**src/rtl/struct_union_pkg.sv**
```systemverilog
// Shared types for struct_union_alu: opcodes, signedness flag, signed/unsigned
// data views and the packed instruction word.
package struct_union_pkg;

  typedef enum logic [2:0] {
    add = 3'd0,
    sub = 3'd1,
    mul = 3'd2,
    div = 3'd3,
    sl  = 3'd4,
    sr  = 3'd5
  } opcode_t;

  typedef enum logic {
    sign   = 1'b0,
    unsign = 1'b1
  } operand_type_t;

  typedef union packed {
    logic [31:0]      u_data;
    bit signed [31:0] s_data;
  } data_t;

  typedef union packed {
    logic [63:0]      u_data;
    bit signed [63:0] s_data;
  } l_data_t;

  typedef struct packed {
    opcode_t       opr;
    operand_type_t opr_type;
    data_t         opr_a;
    data_t         opr_b;
  } instr_t;

endpackage

```
**src/rtl/struct_union_div.sv**
```systemverilog
// Combinational 32-bit divider, signed or unsigned, truncating toward zero.
// The quotient is returned already extended to 64 bits so -2^31 / -1 = +2^31.
module struct_union_div (
  input  logic        is_signed,
  input  logic [31:0] a,
  input  logic [31:0] b,
  output logic [63:0] quotient,
  output logic        div_zero
);

  logic [31:0] a_mag;
  logic [31:0] b_mag;
  logic [31:0] q_mag;
  logic        neg;

  // Divide magnitudes; |-2^31| still fits as an unsigned 32-bit value.
  always_comb begin
    a_mag    = (is_signed && a[31]) ? (~a + 32'd1) : a;
    b_mag    = (is_signed && b[31]) ? (~b + 32'd1) : b;
    neg      = is_signed && (a[31] ^ b[31]);
    div_zero = (b == 32'd0);
    q_mag    = div_zero ? 32'd0 : (a_mag / b_mag);
    quotient = neg ? (~{32'd0, q_mag} + 64'd1) : {32'd0, q_mag};
  end

endmodule

```
**src/rtl/struct_union_alu.sv**
```systemverilog
// Registered 32-bit ALU, 64-bit result one cycle after iw is sampled.
// Define STRUCT_UNION_ALU_DIV_EN to build the divider; otherwise div yields 0.
module struct_union_alu
  import struct_union_pkg::*;
(
  input  logic    clk,
  input  logic    rst_n,
  input  instr_t  iw,
  output l_data_t result,
  output logic    div_zero
);

  logic [63:0] a_ext;
  logic [63:0] b_ext;
  logic [63:0] res_d;
  logic [63:0] quotient;
  logic        dz_div;
  logic        dz_d;
  logic [5:0]  sh;

  always_comb begin
    if (iw.opr_type == unsign) begin
      a_ext = {32'd0, iw.opr_a.u_data};
      b_ext = {32'd0, iw.opr_b.u_data};
    end else begin
      a_ext = {{32{iw.opr_a.u_data[31]}}, iw.opr_a.u_data};
      b_ext = {{32{iw.opr_b.u_data[31]}}, iw.opr_b.u_data};
    end
    sh = iw.opr_b.u_data[5:0];
  end

`ifdef STRUCT_UNION_ALU_DIV_EN
  struct_union_div u_div (
    .is_signed (iw.opr_type == sign),
    .a         (iw.opr_a.u_data),
    .b         (iw.opr_b.u_data),
    .quotient  (quotient),
    .div_zero  (dz_div)
  );
`else
  assign quotient = 64'd0;
  assign dz_div   = 1'b0;
`endif

  // Unknown or reserved opcodes fall through to the zero default.
  always_comb begin
    res_d = 64'd0;
    dz_d  = 1'b0;
    case (iw.opr)
      add: res_d = a_ext + b_ext;
      sub: res_d = a_ext - b_ext;
      mul: res_d = a_ext * b_ext;
      div: begin
        res_d = quotient;
        dz_d  = dz_div;
      end
      sl:  res_d = a_ext << sh;
      sr:  res_d = (iw.opr_type == sign) ? 64'($signed(a_ext) >>> sh) : (a_ext >> sh);
      default: res_d = 64'd0;
    endcase
  end

  always_ff @(posedge clk or negedge rst_n) begin
    if (!rst_n) begin
      result.u_data <= 64'd0;
      div_zero      <= 1'b0;
    end else begin
      result.u_data <= res_d;
      div_zero      <= dz_d;
    end
  end

endmodule

```
**config.mk**
```make
export PLATFORM = sky130hd
export DESIGN_NAME = struct_union_alu
export DESIGN_NICKNAME = d
export VERILOG_FILES = /design/src/rtl/struct_union_pkg.sv /design/src/rtl/struct_union_div.sv /design/src/rtl/struct_union_alu.sv
export SDC_FILE = /design/constraint.sdc
export NUM_CORES = 2
export LEC_CHECK = 0
export ABC_AREA = 1
export CORE_ASPECT_RATIO = 1.75
export CORE_MARGIN = 3
export CORE_UTILIZATION = 60
export DETAILED_ROUTE_END_ITERATION = 6
export PLACE_DENSITY = 0.92
export SETUP_SLACK_MARGIN = 0.15
export SLEW_MARGIN = 20
export SYNTH_ARGS = -nofsm -noshare
export SYNTH_HDL_FRONTEND = slang
export SYNTH_SLANG_ARGS = --single-unit
```
**constraint.sdc**
```tcl
create_clock -name clk -period 0.8 [get_ports clk]
set_clock_uncertainty 0.05 [all_clocks]
set_input_delay 0.12 -clock clk [delete_from_list [all_inputs] [get_ports clk]]
set_output_delay 0.12 -clock clk [all_outputs]
set_load 0.005 [all_outputs]
```
==> results of run 1 <==
[through the flow]
stage | TNS (ps) | hold slack (ps) | area (um2) | setup slack (ps) | cells
2_1_floorplan | -364430 | -226 | 64300 | -6880 | 8404
3_3_place_gp | -456260 | -71.7 | 76300 | -8220 | 10800
3_5_place_dp | -481010 | -58.3 | 76300 | -8840 | 10800
4_1_cts | -438670 | -439 | 81900 | -7350 | 11000
[what timing repair did]
item | CTS
setup endpoints to repair | 128
pin swaps | 419
gates resized for setup | 1156
setup buffers | 150
gates cloned | 16
endpoints found under the hold margin | 64
[cells by family after synthesis]
| kind of cell | count (synthesis) |
|---|---|
| buffers and inverters | 2843 |
| AOI/OAI and AO/OA | 885 |
| adders and majority gates | 1794 |
| DFF | 64 |
| other | 1 |
| and+or+nand+nor | 2749 |
| xor gates and xnor gates | 53 |
| muxes | 15 |
[metal layers]
| layer | GRT overflow | global-route usage, % |
|---|---|---|
| met4 | 2055 | 113 |
| met5 | 82 | 81.8 |
| met2 | 7852 | 133 |
| met3 | 627 | 89.3 |
| met1 | 996 | 92.0 |
==> results.json, run 1 <==
{
  "status": "stopped before the end",
  "stop_stage": "5_1_grt",
  "error_line": "[ERROR GRT-0116] Global routing finished with congestion. Check the congestion regions in the DRC Viewer.",
  "grt_usage_pct": 106,
  "synth_adder_area_share_pct": 53.2,
  "grt_pass1_wl_um": 821000,
  "synth-main-ff-cell": "dfrtp_1",
  "yosysSeqAreaShare_pct": 2.58,
  "netlist_instances": 8404,
  "netlist.area_leader.share_pct": 45.7,
  "synth_compound_area_share_pct": 7.96,
  "syn_nets": 10300,
  "clock-sinks": 64,
  "fp-row-count": 155,
  "die_w_um": 249,
  "syn_area_mm2": 0.0622,
  "place_congestion": 1.29,
  "avgSynthCellArea_um2": 7.40,
  "clk_path_buf_depth": 2,
  "grt_pass1_vias": 107000,
  "synth_cell_types": 61,
  "yosys-top-cells-area": "fa_1 46%, inv_1 15%, nand2_1 12%",
  "start_util_pct": 60.7,
  "numCtsBuffers": 9,
  "synthSimpleGateAreaFrac_pct": 17.8,
  "hpwl_um": 262000,
  "synth_top_family_by_area": "adder cells",
  "yosysWarnings": 0,
  "yosysTopAreaCell": "fa_1",
  "cts_root_buffer": "clkbuf_16",
  "synth_mux_area_share_pct": 0.241,
  "port_buffers": 133,
  "gr-total-overflow": 11600,
  "synth_common_cells": "2477 x inv_1, 1909 x nand2_1, 1420 x fa_1, 442 x nor2_1, 374 x ha_1",
  "synth-edff-count": 0,
  "synth-seq-cells": 64,
  "synthXorXnorAreaFrac_pct": 0.746,
  "yosysMostFrequentCell": "inv_1",
  "ios": 135,
  "synth-async-reset-ratio_pct": 100,
  "die_h_um": 432,
  "htreeDepth": 3,
  "grt_max_degree": 69
}
==> inputs of run 2 (changes only) <==
Settings changed: CORE_ASPECT_RATIO 1.75 to default, CORE_UTILIZATION 60 to 40, PLACE_DENSITY 0.92 to default, PLACE_DENSITY_LB_ADDON from default to 0.15, SETUP_SLACK_MARGIN 0.15 to default.
Clock period 0.8 ns to 1 ns, I/O delays scaled along.
==> results.json, run 2 <==
{
  "status": "complete, but fails checks",
  "failed_checks": "negative setup slack",
  "startpoint_type": "primary input",
  "reg_top3": "result x64",
  "wirelength_um": 296000,
  "setup_violations": 128,
  "htreeDepth": 3,
  "cp_top_family": "adder cells",
  "synth_mux_area_share_pct": 0.241,
  "wire_per_inst_um": 24.7,
  "clk_path_buf_depth": 2,
  "crit_path_end_kind": "flop",
  "cts_tree": "built",
  "synthXorXnorAreaFrac_pct": 0.746,
  "critical_path_arrival_ps": 8120,
  "drc": 0,
  "final_common_cell": "inv_1",
  "clock-sinks": 64,
  "max_slew.worst_pin.slew_ps": 753,
  "syn_area_mm2": 0.0622,
  "synth_adder_area_share_pct": 53.2,
  "gr-total-overflow": 0,
  "fp.coreArea_mm2": 0.154,
  "yosysWarnings": 0,
  "dr.pass1.iters": 7,
  "yosysMostFrequentCell": "inv_1",
  "fin_crit_ps": 8010,
  "synth_common_cells": "2477 x inv_1, 1909 x nand2_1, 1420 x fa_1, 442 x nor2_1, 374 x ha_1",
  "synth-seq-cells": 64,
  "yosysTopAreaCell": "fa_1",
  "yosys-top-cells-area": "fa_1 46%, inv_1 15%, nand2_1 12%",
  "ios": 135,
  "finalHoldViolations": 0,
  "synthSimpleGateAreaFrac_pct": 17.8,
  "layout-drive-gt1-share_pct": 28.7,
  "port_buffers": 133,
  "grt_max_degree": 83,
  "syn_nets": 10300,
  "netlist.area_leader.share_pct": 45.7,
  "synth-async-reset-ratio_pct": 100,
  "path_clk_slew_ps": 60,
  "yosysSeqAreaShare_pct": 2.58,
  "critPathMaxFanout": 5,
  "die_w_um": 400,
  "synth_compound_area_share_pct": 7.96,
  "grt_usage_pct": 36.0,
  "dp_slack_ps": -7910,
  "holdCritPathClass": "primary input to asynchronous set/reset pin",
  "die_h_um": 400,
  "hpwl_um": 248000,
  "largest_register": "result",
  "fin_nets": 11800,
  "synth_cell_types": 61,
  "syn2layout_area_growth_pct": 37.0,
  "min_period_over_period_pct": 801,
  "crit_type": "primary input to flop",
  "drt_iter0_drc": 5971,
  "numCtsBuffers": 9,
  "synth_top_family_by_area": "adder cells",
  "cap_violations": 0,
  "fin_ws_ps": -7010,
  "slowest_stage": "fa_2",
  "crit_top_cell": "fa_1",
  "place_congestion": 1.11,
  "rsz0062_at_grt": "yes",
  "slew_headroom_pct": 49.4,
  "via_per_inst": 5.13,
  "n_fill_cell": 14800,
  "via_count": 61500,
  "crit_required_ps": 1120,
  "grt_pass1_wl_um": 422000,
  "layout_common_cells": "2293 x inv_1, 1755 x nand2_1, 1442 x buf_4, 1311 x fa_1, 301 x nor2_1",
  "avgSynthCellArea_um2": 7.40,
  "cp_slowest_stage_delay_ps": 620,
  "cts_root_buffer": "clkbuf_16",
  "fp-row-count": 144,
  "antenna_found_initial": 27,
  "die_area_mm2": 0.160,
  "maxSlewViolCount": 0,
  "netlist_instances": 8404,
  "synth-main-ff-cell": "dfrtp_1",
  "largest_register_ffs": 64,
  "clock.fmax_ghz": 0.125,
  "synth-edff-count": 0,
  "grt_pass1_vias": 63400,
  "cp.buffers_inverters": 15,
  "start_util_pct": 40.3,
  "ant_nets": 0
}
[run 2: final timing paths]
path                       cells past startpoint    from  slack (ps)          to
setup / recovery                              35  iw[59]       -7010  result[45]
hold / removal                                 2   rst_n         160  result[26]
max in group asynchronous                      3   rst_n         230  result[39]
min in group clk                               7   iw[4]         570   result[9]
[run 2: cell type report]
cell class                      count  area [um2]  area share (%)
Clock inverter                      6        93.8           0.110
Antenna cell                       14        35.0          0.0411
Clock buffer                       10         229           0.269
Inverter                         2492        9400            11.0
Multi-Input combinational cell   5497       54400            63.8
Timing Repair Buffer             1857       16900            19.9
Sequential cell                    64        1610            1.88
Tap cell                         2044        2560            3.00
[run 2: logic make-up after synthesis]
kind of cell	count (synthesis)
xor+xnor	53
mux	15
buf+inv	2843
fa+ha+maj	1794
flops	64
other cells	1
simple gates	2749
compound gates	885
[run 2: per-stage QoR]
step                instances  utilization [%]  setup TNS [ps]  area, um2  hold slack, ps
finish                  12000             55.3         -401650      85200             159
floorplan                8404                -         -353550      64300            -196
global placement        11700             50.9         -435340      78500           -17.6
CTS                     11900             53.1         -413810      81900             149
global route            12000             55.3         -414270      85200             187
detailed placement      11700             50.9         -436000      78500           -7.69
[run 2: layer usage]
| layer | share of wire (%) | global-route usage, % | up-vias |
|---|---|---|---|
| met5 | 0.032 | 0.416 | - |
| met4 | 6.3 | 17.4 | 8 |
| met3 | 9.8 | 6.82 | 529 |
| met2 | 44 | 56.5 | 2722 |
| met1 | 40 | 48.0 | 30900 |
| li1 | - | - | 27400 |
[run 2: repair_timing]
action	4_1_cts	5_1_grt
pin swaps	215	408
hold buffers	1	0
hold endpoints to repair	64	0
gates cloned	4	14
gates resized for setup	569	705
endpoints found under the setup margin	128	128
buffers inserted	112	100
Power of run 2 is not shown: default switching activity piles up to over one toggle a cycle in this logic, so the estimate is an artifact.
